[src/rtl/ram_sync_be_pkg.sv]
// ============================================================================
// Module      : ram_sync_be_pkg
// Description : Shared types for the ram_sync_be RAM slice. Holds the
//               CLEAR/READY state encoding used by the clear sequencer.
// Revision    : 1.0  initial release
// ============================================================================
`default_nettype none

package ram_sync_be_pkg;

    // Clear sequencer states: CLEAR fills the array, READY serves the user
    typedef enum logic [0:0] {
        RAM_ST_CLEAR = 1'b0,
        RAM_ST_READY = 1'b1
    } ram_state_e;

endpackage : ram_sync_be_pkg

`default_nettype wire

[src/rtl/ram_init_seq.sv]
// ============================================================================
// Module      : ram_init_seq
// Description : Post-reset clear sequencer. Walks clear_addr across every
//               entry, one per cycle, then parks in READY. busy_o is high
//               for exactly DEPTH cycles after reset is released.
// Revision    : 1.0  initial release
// ============================================================================
`default_nettype none

module ram_init_seq
    import ram_sync_be_pkg::*;
#(
    parameter int DEPTH_LOG2 = 4
) (
    input  logic                  clk,
    input  logic                  reset,
    output logic                  busy_o,
    output logic                  clear_we_o,
    output logic [DEPTH_LOG2-1:0] clear_addr_o
);

    localparam logic [DEPTH_LOG2-1:0] C_LAST_ADDR = {DEPTH_LOG2{1'b1}};

    ram_state_e            state_q;
    logic [DEPTH_LOG2-1:0] clear_ptr_q;
    logic                  busy_q;

    // Clear FSM: pointer advances each CLEAR cycle; leaves after the last entry
    always_ff @(posedge clk) begin
        if (reset) begin
            state_q     <= RAM_ST_CLEAR;
            clear_ptr_q <= '0;
            busy_q      <= 1'b1;
        end else begin
            case (state_q)
                RAM_ST_CLEAR: begin
                    clear_ptr_q <= clear_ptr_q + 1'b1;
                    if (clear_ptr_q == C_LAST_ADDR) begin
                        state_q <= RAM_ST_READY;
                        busy_q  <= 1'b0;
                    end
                end
                RAM_ST_READY: begin
                    busy_q <= 1'b0;
                end
                default: begin
                    state_q     <= RAM_ST_CLEAR;
                    clear_ptr_q <= '0;
                    busy_q      <= 1'b1;
                end
            endcase
        end
    end

    assign busy_o       = busy_q;
    assign clear_we_o   = busy_q;
    assign clear_addr_o = clear_ptr_q;

endmodule : ram_init_seq

`default_nettype wire

[src/rtl/ram_sync_be.sv]
// ============================================================================
// Module      : ram_sync_be
// Description : Single-clock RAM with per-lane write enables, registered
//               read port (req/valid, latency 1) and a post-reset clear
//               sequence that fills every entry with CLEAR_VALUE.
//               Build option RAM_BYPASS_EN: a read colliding with a write to
//               the same address returns the merged (write-first) word;
//               without it the old contents are returned (read-first).
// Revision    : 1.0  initial release
// ============================================================================
`default_nettype none

module ram_sync_be
    import ram_sync_be_pkg::*;
#(
    parameter  int                    DATA_WIDTH  = 8,
    parameter  int                    LANE_WIDTH  = 8,
    parameter  int                    DEPTH_LOG2  = 4,
    parameter  logic [DATA_WIDTH-1:0] CLEAR_VALUE = '0,
    localparam int                    LANES       = DATA_WIDTH / LANE_WIDTH,
    localparam int                    DEPTH       = 1 << DEPTH_LOG2
) (
    input  logic                  clk,
    input  logic                  reset,
    input  logic [DATA_WIDTH-1:0] in_data,
    input  logic [DEPTH_LOG2-1:0] in_addr,
    input  logic [LANES-1:0]      in_be,
    input  logic                  in_latch,
    input  logic [DEPTH_LOG2-1:0] out_addr,
    input  logic                  out_req,
    output logic [DATA_WIDTH-1:0] out_data,
    output logic                  out_valid,
    output logic                  busy
);

    logic [DATA_WIDTH-1:0] mem_q [DEPTH];

    logic                  busy_w;
    logic                  clear_we_w;
    logic [DEPTH_LOG2-1:0] clear_addr_w;
    logic                  user_we_w;
    logic                  rd_en_w;
    logic                  byp_hit_w;
    logic [DATA_WIDTH-1:0] mem_rd_w;
    logic [DATA_WIDTH-1:0] out_data_d;
    logic [DATA_WIDTH-1:0] out_data_q;
    logic                  out_valid_q;

    ram_init_seq #(
        .DEPTH_LOG2   (DEPTH_LOG2)
    ) u_init_seq (
        .clk          (clk),
        .reset        (reset),
        .busy_o       (busy_w),
        .clear_we_o   (clear_we_w),
        .clear_addr_o (clear_addr_w)
    );

    // User traffic is dropped entirely while the clear sequence owns the array
    assign user_we_w = in_latch & ~busy_w & ~reset;
    assign rd_en_w   = out_req & ~busy_w;
    assign mem_rd_w  = mem_q[out_addr];

`ifdef RAM_BYPASS_EN
    assign byp_hit_w = user_we_w & (in_addr == out_addr);
`else
    assign byp_hit_w = 1'b0;
`endif

    // Per-lane read merge: enabled lanes of a colliding write are forwarded
    for (genvar g = 0; g < LANES; g++) begin : g_lane
        assign out_data_d[g*LANE_WIDTH +: LANE_WIDTH] =
            (byp_hit_w && in_be[g]) ? in_data[g*LANE_WIDTH +: LANE_WIDTH]
                                    : mem_rd_w[g*LANE_WIDTH +: LANE_WIDTH];
    end

    // Array write: clear sequence has priority; user writes touch enabled lanes only
    always_ff @(posedge clk) begin
        if (!reset) begin
            if (clear_we_w) begin
                mem_q[clear_addr_w] <= CLEAR_VALUE;
            end else if (user_we_w) begin
                for (int i = 0; i < LANES; i++) begin
                    if (in_be[i]) begin
                        mem_q[in_addr][i*LANE_WIDTH +: LANE_WIDTH] <=
                            in_data[i*LANE_WIDTH +: LANE_WIDTH];
                    end
                end
            end
        end
    end

    // Registered read port: data updates only on an accepted request
    always_ff @(posedge clk) begin
        if (reset) begin
            out_data_q  <= '0;
            out_valid_q <= 1'b0;
        end else begin
            out_valid_q <= rd_en_w;
            if (rd_en_w) begin
                out_data_q <= out_data_d;
            end
        end
    end

    assign out_data  = out_data_q;
    assign out_valid = out_valid_q;
    assign busy      = busy_w;

endmodule : ram_sync_be

`default_nettype wire

[config.mk]
export PLATFORM = sky130hd
export DESIGN_NAME = ram_sync_be
export DESIGN_NICKNAME = d
export VERILOG_FILES = /design/src/rtl/ram_sync_be_pkg.sv /design/src/rtl/ram_init_seq.sv /design/src/rtl/ram_sync_be.sv
export SDC_FILE = /design/constraint.sdc
export NUM_CORES = 1
export LEC_CHECK = 0
export CAP_MARGIN = 10
export CORE_ASPECT_RATIO = 0.8
export CORE_UTILIZATION = 25
export DETAILED_ROUTE_END_ITERATION = 8
export MAX_ROUTING_LAYER = met4
export PLACE_DENSITY = 0.42
export SLEW_MARGIN = 30
export SYNTH_ARGS = -nofsm -noshare
export SYNTH_HDL_FRONTEND = slang
export SYNTH_SLANG_ARGS = --single-unit
[constraint.sdc]
create_clock -name clk -period 3.9 [get_ports clk]
set_input_delay 0.78 -clock clk [delete_from_list [all_inputs] [get_ports clk]]
set_output_delay 0.78 -clock clk [all_outputs]
set_load 0.005 [all_outputs]
# Yosys cells after proc, flatten, opt, wreduce, memory -nomap -nowiden
# Memory sizes are Yosys's and may differ from the RTL's. A register that Yosys moved wholly into a read port is not among the register bits.
# Index checks and enable logic that the tools add are counted.
# word_totals
ff_bits	7
latch_bits	0
ramBits	128
rom_bits	0
memories	1
# op_classes
addsub	1
mul	0
n_div	0
magnitude_cmp	0
eq_ne	2
shift	0
muxes	15
bitwise	6
n_reduce_logical	1
# mem_list
name	words	word_bits	read_ports	rd_ports_with_merged_regs	wr	line	text
mem_q	16	8	1	1	1	ram_sync_be.sv:36	logic [DATA_WIDTH-1:0] mem_q [DEPTH];
# op_table
op	n
$mux W1	12
$mux W8	1
$reduce_or A8 Y1	1
$add A4 B1 Y4 const B	1
$eq A4 B4 Y1 const B	1
$mux W4	1
$and A1 B1 Y1	3
$not A1 Y1	3
$ne A2 B1 Y1 const B	1
$pmux W1 S2	1

# Depth between registers and ports, before layout
# Gate-level depths: netlist (run 1).
# logic_depth
word_depth	9
mapped_depth	6
depth_no_buf	4

# By module
# From an unflattened synthesis (run 1), not the netlist that was laid out.
# hier_totals
hier_cells	301
area_unflattened_um2	5672.9
# by_module_without_submodules
module	n_inst	cells_each	area_each_um2	seq_area_each_um2
ram_sync_be	1	279	5444.0	4023.9
ram_init_seq	1	22	229.0	120.1

# Least setup slack after synthesis (run 1)
# No wires, ideal clock.
# synth_path
path_type	input -> register
from	input port reset
to	memory mem_q[1][0], enable pin
setup_ps	370
t_arrival_ps	2158
path_slack_ps	1372
stages	6
cell_sequence	buf_2 nor4bb_1 buf_2 clkbuf_1 a31oi_1 nor2_1
# synth_via
elab_chain_cells	8
# synth_lines
item	line	text
from (decl)	ram_sync_be.sv:24	input logic reset,
$not A1 Y1	ram_sync_be.sv:60	assign user_we_w = in_latch & ~busy_w & ~reset;
$and A1 B1 Y1	ram_sync_be.sv:60	
$mux W1	ram_sync_be.sv:82	end else if (user_we_w) begin
$mux W1	ram_sync_be.sv:80	if (clear_we_w) begin
$mux W1	ram_sync_be.sv:79	if (!reset) begin
$mux W1 (implied by the code)	ram_sync_be.sv:85	mem_q[in_addr][i*LANE_WIDTH +: LANE_WIDTH] <=
$reduce_or A8 Y1 (no source line)	-	
$mux W4 (no source line) / $mux W1 (equally long branches)	-	
to (decl)	ram_sync_be.sv:36	
# Several ways; a longest one is shown, not always the timed one.

# Final worst setup path (run 1)
# layout_path
from	input port reset
to	memory mem_q[9][5], enable pin
# Same word-level chain as after synthesis.

==> results of run 1 <==
-- state kept, by name, indices dropped and copies added (netlist names) --
register	flops
out_valid	1
u_init_seq.state_q	1
mem_q	128
out_data	8
u_init_seq.busy_o	1
u_init_seq.clear_addr_o	4
-- cells by family (layout without fill, tap and decap cells) --
logic type / after synthesis / after routing / share of synthesized area (%)
DFF: 143 / 143 / 73.2
and+or+nand+nor: 68 / 68 / 5.86
muxes: 50 / 50 / 15.7
AOI/OAI and AO/OA: 20 / 20 / 2.65
buffers and inverters: 16 / 79 / 1.86
xor gates and xnor gates: 3 / 3 / 0.464
adders and majority gates: 1 / 1 / 0.221
-- routing by layer --
metal / track usage, % / vias to the layer above
met2: 16.9 / 60
met5: - / -
met1: 16.9 / 1447
met3: 3.85 / 10
li1: - / 1311
met4: 3.90 / 0
-- through the flow --
| stage | utilization (%) | instances |
|---|---|---|
| floorplan | - | 301 |
| global placement | 29.1 | 632 |
| detailed placement | 29.1 | 632 |
| CTS | 31.7 | 664 |
| global route | 31.7 | 664 |
| finish | 31.7 | 664 |
-- power breakdown --
| group | internal, mW | switching, mW |
|---|---|---|
| combinational | 0.0745 | 0.0739 |
| clock | 0.929 | 0.604 |
| sequential | 1.67 | 0.00799 |
-- layout make-up --
class,count,area [um2]
clock buffer,19,433
clock inverter,13,123
fill,2156,14900
inverter,3,11.3
multi-input combinational,142,1420
sequential,143,4140
tap,300,375
timing repair buffer,44,425
-- synth_stat cells (all sizes together) (2+ instances only) --
cell type    n
a211o        7
a21oi        3
a31oi        5
and2         9
buf          9
clkbuf       4
dfxtp       15
edfxtp     128
inv          3
mux2i       19
mux4        30
nand2        6
nand4b       2
nor2        39
nor2b        4
nor3b        2
xor2         2
-- worst paths after layout --
check / slack [ns] / start / cells past startpoint / to
setup / recovery: 0.97 / reset / 6 / mem_q[9][5]
hold / removal: 0.47 / out_data[6] / 1 / out_data[6]
setup reg to reg: 1.56 / u_init_seq.busy_o / 5 / mem_q[9][5]
hold reg to reg: 0.47 / out_data[6] / 1 / out_data[6]
-- worst max-delay path: stages --
cell	delay (ns)
clkdlybuf4s50_1	0.59
nor4bb_2	0.32
buf_4	0.24
mux2i_1	0.25
nand2_1	0.13
nor2_1	0.65
==> qor.txt, run 1 <==
status - finished clean
Power Total - 3.36 mW
critical path startpoint category - input port
most frequent cells in the layout - edfxtp_1 (128), nor2_1 (38), clkdlybuf4s50_1 (29), mux4_2 (27), mux2i_1 (19)
ant diodes - 0
wire length on met2 - 5380 um
post_cts resized - 0
gr usage total - 12.2%
clk slew on worst S/H paths - 0.06 ns
WS Path Type - in -> reg
RSZ-0062 raised after global routing - no
vias in the first global route - 2957
number of flops mapped to enable cells by yosys - 128
hold slack - 0.467 ns
largest net degree at the start of global routing - 22
Initial DRC Count - 168
Synth Instances - 301
CTS H-tree depth - 4
dominant cell type by area after synthesis - edfxtp_1
Clock Latency Late Sink - 0.42 ns
Worst Path Arrival - 2.98 ns
gpl congestion - 0.739
Seq/Total Area, Yosys - 73.2%
row count - 48
global-route wire length before repair - 19000 um
Final HPWL DP - 8490 um
leakage power - 2.47 nW
Die H - 137 um
CTS tree - yes
Post-synth ARST share - 0%
Unique masters post-synth - 34
die area - 0.0232 mm2
Max Cap Violations - 0
syn_area_per_cell - 18.8 um2
final critical-path share of the clock period - 75.2%
Area after DPL - 0.00637 mm2
Routed WL per cell - 18.9 um
Worst slew margin - 38.7%
worst hold path type - reg -> reg
final instance area - 0.00693 mm2
most common cell after layout, fill and taps aside - edfxtp_1
die width - 170 um
Max FO, Critical Path - 18
pre-CTS WS - 0.502 ns
Max Slew Vio Count - 0
metal1 wirelength - 6530 um
synthesized area - 0.00566 mm2
Mapped Nets - 323
fmax - 341 MHz
fin crit period - 2.93 ns
IO Port Bufs - 30
CP Capture Type - flip-flop
grt total ovfl - 0
CTS hold repair buffers - 0
#FFs+latches synth - 143
via count - 2828
Cell Pwr Density - 484 mW/mm2
Post-route DRC - 0
Final #Nets - 373
WL final - 12600 um
Root Buffer - clkbuf_16
setup repair bufs after CTS - 0
initial antenna violation count - 0
area grow syn2layout - 22.5%
worst setup margin - 0.965 ns
CTS buffer count - 17
synth top area cells - edfxtp_1 (68%), mux4_2 (11%), dfxtp_1 (5.3%), mux2i_1 (3.4%), nor2_1 (2.6%)
metal3 WL - 512 um
drt pass-1 iters - 4
Worst EP required - 3.94 ns
dominant synthesized flop cell - edfxtp_1
Yosys top cell area share - 67.9%
Tightest Pin Transition - 0.916 ns
Initial Util - 25.9%
Clock Path Buffers - 2
Final TNS setup - 0 ns
peak supply drop - 0.000213 V
layout cell share with drive strength beyond 1 - 20.1%
YS warnings - 0
setup violators final - 0
clk_skew - 0.0107 ns
num ports - 31
DR top layer - met4
Via-to-Cell Ratio - 4.26
# clock sinks - 143
Final Hold Fails - 0
CORE AREA - 0.0219 mm2
ANT nets after route - 0
Note: power is estimated with default switching activity, not from simulation.
==> run 2, diff against run 1 <==
==> constraint.sdc (replaced) <==
create_clock -name clk -period 2.95 [get_ports clk]
set_input_delay 0.59 -clock clk [delete_from_list [all_inputs] [get_ports clk]]
set_output_delay 0.59 -clock clk [all_outputs]
set_load 0.005 [all_outputs]
==> run 2 against run 1 <==
Against the previous run:
- sequential power is 32% higher
- register-to-register slack got worse by 0.80 ns
- utilization rose by 1.1 points
- global-route usage rose by 0.74 points
- via count rose by 4.5%
- first-iteration DRC count rose by 13%
- total power increased by 40%
- sequential share of layout area fell by 2.1 points
- clock-buffer cell count rose by 4
- clock power increased by 48%
- largest power group is now clock
==> qor.txt, run 2 (same netlist as run 1, synthesis figures left out) <==
status - finished clean
post_cts resized - 0 (unchanged)
hold slack - 0.476 ns (+0.00950 ns)
max reg flops - 128 (unchanged)
ant diodes - 0 (unchanged)
Worst slew margin - 44.0% (+5.3 points)
peak supply drop - 0.000316 V (+49%)
worst hold path type - reg -> reg
RSZ-0062 raised after global routing - no
Max FO, Critical Path - 8 (-10)
initial antenna violation count - 0 (unchanged)
most common cell after layout, fill and taps aside - edfxtp_1
CTS tree - yes
Top reg by flops - mem_q
crit-path most repeated cell - buf_4
die area - 0.0232 mm2 (unchanged)
vias in the first global route - 3102 (+4.9%)
WL final - 13400 um (+6.3%)
Finished Layout Cells - 686 (+3.3%)
Root Buffer - clkbuf_16
ANT nets after route - 0 (unchanged)
clk slew on worst S/H paths - 0.06 ns (about the same)
largest net degree at the start of global routing - 35 (+59%)
global-route wire length before repair - 20200 um (+6.1%)
Die H - 137 um (unchanged)
num ports - 31 (unchanged)
Via-to-Cell Ratio - 4.31 (+1.1%)
slowest stage delay, CP - 0.51 ns (-0.14 ns)
crit-path cells - clkdlybuf4s50_1, nor4bb_2, buf_4, mux2_2, nand2_1, buf_4, nor2_1
fin crit period - 2.45 ns
grt total ovfl - 0 (unchanged)
fmax - 408 MHz
CTS hold repair buffers - 0 (unchanged)
most frequent cells in the layout - edfxtp_1 (128), nor2_1 (39), buf_4 (33), clkdlybuf4s50_1 (29), mux4_2 (27)
Worst EP required - 3.00 ns (-0.94 ns)
Routed WL per cell - 19.5 um (+2.9%)
Final TNS setup - 0 ns (unchanged)
Final HPWL DP - 8800 um (+3.6%)
WS Path Type - in -> reg
gr usage total - 13.0% (+0.74 points)
Max Slew Vio Count - 0 (unchanged)
Max Cap Violations - 0 (unchanged)
dpl cells - 654 (+3.5%)
final critical-path share of the clock period - 83.0%
layout cell share with drive strength beyond 1 - 24.9% (+4.8 points)
CP max-delay cell - nor2_1
Tightest Pin Transition - 0.837 ns (-0.0791 ns)
delay-heaviest family, CP - simple AND/OR/NAND/NOR gates
Initial Util - 25.9% (unchanged)
Clock Latency Late Sink - 0.42 ns (about the same)
CORE AREA - 0.0219 mm2 (unchanged)
IO Port Bufs - 30 (unchanged)
leakage power - 2.61 nW (+5.8%)
setup repair bufs after CTS - 0 (unchanged)
final instance area - 0.00718 mm2 (+3.6%)
setup violators final - 0 (unchanged)
Area after DPL - 0.00655 mm2 (+2.8%)
via count - 2955 (+4.5%)
die width - 170 um (unchanged)
Post-route DRC - 0 (unchanged)
CP Capture Type - flip-flop
CTS H-tree depth - 4 (unchanged)
# clock sinks - 143 (unchanged)
Power Total - 4.70 mW (+40%)
Final Hold Fails - 0 (unchanged)
clk_skew - 0.00773 ns (-0.00301 ns)
Cell Pwr Density - 654 mW/mm2 (+35%)
row count - 48 (unchanged)
Initial DRC Count - 190 (+13%)
area grow syn2layout - 26.9%
Worst Path Arrival - 2.50 ns (-0.48 ns)
CTS buffer count - 17 (unchanged)
Filler Cell Count - 2132 (-1.1%)
Final #Nets - 395 (+5.9%)
FF/Latch Area - 0.00414 mm2 (unchanged)
drt pass-1 iters - 4 (unchanged)
WP buf/inv - 3 (+1)
Clock Path Buffers - 2 (unchanged)
critical path startpoint category - input port
footprint of the multi-input gates - 0.00142 mm2 (about the same)
gpl congestion - 0.726 (-1.8%)
## run 2: cell types whose count changed in the layout (fill, tap and decap cells not counted), sizes merged
cell	before	now
clkinv	8	0
clkinvlp	3	4
inv	3	4
clkbuf	19	23
buf	15	37
bufinv	2	4
## run 2: layout make-up
class                   instances  share of cell area [%]
clock inverters                 9                    2.21
clock buffers                  23                    6.52
repair buffers                 66                    8.40
well taps                     300                    5.23
flip-flops and latches        143                    57.7
inverters                       3                   0.157
multi-input cells             142                    19.8
## run 2: routing by layer
layer	GRT usage, %	routed length [um]
met3	3.35	708
met1	18.3	6770
met2	17.8	5710
met4	4.80	168
met5	-	0
## run 2: final timing paths
check                                       start      endpoint  slack [ns]  depth (start not counted)
worst max-delay path                        in_be  mem_q[14][4]        0.50                          7
worst min-delay path                  out_data[0]   out_data[0]        0.48                          1
worst max register to register  u_init_seq.busy_o  mem_q[14][4]        0.76                          6
worst min register to register        out_data[0]   out_data[0]        0.48                          1
## run 2: worst reg2reg max path, cell delays in order, from the launching register on
cell	delay [ns]
dfxtp_1	0.38
nor4bb_2	0.33
buf_4	0.17
mux2_2	0.16
nand2_1	0.11
buf_4	0.16
nor2_1	0.51
## run 2: stage by stage
step / setup WS, ns / utilization, %
2_1_floorplan: 0.612 / -
3_3_place_gp: 0.126 / 30.0
3_5_place_dp: 0.0289 / 30.0
4_1_cts: 0.470 / 32.8
5_1_grt: 0.389 / 32.8
6_report: 0.501 / 32.8
## run 2: where the power goes
group	leakage [nW]	internal [mW]	switching, mW	total (mW)
Combinational	0.886	0.107	0.103	0.210
Sequential	1.43	2.20	0.0106	2.21
Clock	0.290	1.46	0.811	2.27
==> run 3, diff against run 2 <==
--- a/config.mk
+++ b/config.mk
@@ -10,7 +10,7 @@
 export CORE_UTILIZATION = 25
 export DETAILED_ROUTE_END_ITERATION = 8
 export MAX_ROUTING_LAYER = met4
-export PLACE_DENSITY = 0.42
+export PLACE_DENSITY = 0.43
 export SLEW_MARGIN = 30
 export SYNTH_ARGS = -nofsm -noshare
 export SYNTH_HDL_FRONTEND = slang
==> constraint.sdc (replaced) <==
create_clock -name clk -period 2.2 [get_ports clk]
set_input_delay 0.44 -clock clk [delete_from_list [all_inputs] [get_ports clk]]
set_output_delay 0.44 -clock clk [all_outputs]
set_load 0.005 [all_outputs]
==> run 3 against run 2 <==
Against the previous run:
- sequential share of layout area down 2.8 points
- wire length fell by 8.5%
- total power is 34% higher
- via count up 0.54%
- setup slack worse by 0.43 ns
- cell area rose by 5.1%
==> qor.txt, run 3 (same netlist as run 1, synthesis figures left out) <==
leakage power - 2.77 nW (+6.1%)
pre-CTS WS - -0.485 ns (-0.514 ns)
worst hold path type - reg -> reg
fin util - 34.5% (+1.7 points)
Via-to-Cell Ratio - 4.23 (-1.9%)
Post-route DRC - 0 (unchanged)
worst setup margin - 0.0680 ns (-0.434 ns)
gr usage total - 11.9% (-1.0 points)
clk_skew - 0.00973 ns (+0.00200 ns)
area grow syn2layout - 33.3%
gpl congestion - 0.731 (+0.72%)
most common cell after layout, fill and taps aside - edfxtp_1
initial antenna violation count - 0 (unchanged)
Final Hold Fails - 0 (unchanged)
crit path from - in_latch
Top reg by flops - mem_q
Initial Util - 25.9% (unchanged)
CORE AREA - 0.0219 mm2 (unchanged)
Final HPWL DP - 8580 um (-2.5%)
Worst Path Arrival - 2.25 ns (-0.25 ns)
# clock sinks - 143 (unchanged)
r2r worst-path depth - 6 (unchanged)
Clock Path Buffers - 2 (unchanged)
most frequent cells in the layout - edfxtp_1 (128), nor2_1 (33), buf_4 (30), clkdlybuf4s50_1 (29), mux4_2 (27)
setup violators final - 0 (unchanged)
Max Slew Vio Count - 0 (unchanged)
peak supply drop - 0.000473 V (+50%)
r2r setup slk - 0.21 ns (-0.55 ns)
drt pass-1 iters - 4 (unchanged)
WL final - 12200 um (-8.5%)
final critical-path share of the clock period - 96.9%
die area - 0.0232 mm2 (unchanged)
die width - 170 um (unchanged)
Clock Latency Late Sink - 0.42 ns (about the same)
Cell Pwr Density - 834 mW/mm2 (+28%)
ant diodes - 0 (unchanged)
Final #Nets - 413 (+4.6%)
Worst R2R End - mem_q[5][7]
layout cell share with drive strength beyond 1 - 31.5% (+6.6 points)
CTS hold repair buffers - 0 (unchanged)
Root Buffer - clkbuf_16
RR Startpoint - u_init_seq.busy_o
Tightest Pin Transition - 0.628 ns (-0.209 ns)
largest net degree at the start of global routing - 17 (-51%)
grt total ovfl - 0 (unchanged)
RSZ-0062 raised after global routing - yes
WS Path Type - in -> reg
Worst slew margin - 58.1% (+14 points)
CTS H-tree depth - 4 (unchanged)
clk slew on worst S/H paths - 0.06 ns (about the same)
Max Cap Violations - 0 (unchanged)
status - finished clean
fmax - 469 MHz
row count - 48 (unchanged)
ANT nets after route - 0 (unchanged)
Power Total - 6.29 mW (+34%)
CTS buffer count - 17 (unchanged)
IO Port Bufs - 30 (unchanged)
Die H - 137 um (unchanged)
fin crit period - 2.13 ns
critical path endpoint - mem_q[3][4]
Routed WL per cell - 17.4 um (-11%)
CTS tree - yes
Max FO, Critical Path - 8 (unchanged)
Worst EP required - 2.32 ns (-0.68 ns)
critical path startpoint category - input port
Initial DRC Count - 149 (-22%)
CP Capture Type - flip-flop
global-route wire length before repair - 18900 um (-6.3%)
num ports - 31 (unchanged)
via count - 2971 (+0.54%)
vias in the first global route - 3248 (+4.7%)
max reg flops - 128 (unchanged)
-- run 3: cell count changes in the layout (fill, tap and decap cells not counted), moves of 3 or more --
cell      before  now
buf_12         3   14
buf_4         33   30
buf_6          0   10
clkbuf_1       4    1
nand2_1        6    3
nand2_2        0    3
nor2_1        39   33
nor2_2         0    6
-- run 3: area by class of cell --
type / count / area, um2
Clock buffer: 21 / 470
Inverter: 3 / 11.3
Fill cell: 2111 / 14300
Clock inverter: 10 / 161
Timing Repair Buffer: 84 / 913
Tap cell: 300 / 375
Multi-Input combinational cell: 142 / 1470
Sequential cell: 143 / 4140
-- run 3: metal layers --
| metal | up-vias | wire length [um] | global-route usage, % |
|---|---|---|---|
| met3 | 7 | 437 | 4.11 |
| met5 | - | 0 | - |
| met4 | 0 | 98 | 3.80 |
| li1 | 1381 | - | - |
| met2 | 51 | 5560 | 17.3 |
| met1 | 1532 | 6120 | 15.7 |
-- run 3: worst max-delay path, stage by stage --
cell             delay [ns]
clkdlybuf4s50_1        0.50
nor4bb_4               0.33
buf_4                  0.18
buf_4                  0.13
mux2i_4                0.24
nand2_2                0.10
nor2_1                 0.15
buf_6                  0.17
-- run 3: worst min-delay path by stage --
stage / cells past startpoint / slack, ns / to / start
5_1_grt: 1 / 0.48 / out_data[2] / out_data[2]
3_5_place_dp: 1 / 0.45 / out_data[2] / out_data[2]
6_report: 1 / 0.47 / out_data[2] / out_data[2]
3_3_place_gp: 1 / 0.45 / out_data[2] / out_data[2]
4_1_cts: 1 / 0.47 / out_data[2] / out_data[2]
2_1_floorplan: 1 / 0.46 / out_data[0] / out_data[0]
-- run 3: per-stage QoR --
stage	hold WS (ns)	setup TNS, ns	cells	instance area [um2]
finish	0.466	0	703	7540
global route	0.483	-1.43	703	7540
CTS	0.471	0	702	7460
detailed placement	0.452	-51.21	671	6810
global placement	0.445	-47.83	671	6810
floorplan	0.461	0	301	5660
-- run 3: report_power, final --
| group | switching [mW] | total, mW | leakage [nW] | internal, mW |
|---|---|---|---|---|
| Clock | 1.04 | 3.02 | 0.301 | 1.98 |
| Combinational | 0.136 | 0.304 | 1.04 | 0.168 |
| Sequential | 0.0155 | 2.97 | 1.43 | 2.95 |
| Total | 1.19 | 6.29 | 2.77 | 5.10 |
-- run 3: what timing repair did --
action / in CTS / in global routing
gates resized for setup: 2 / 21
setup buffers: 0 / 1
pin swaps: 0 / 4
endpoints found under the setup margin: 20 / 112
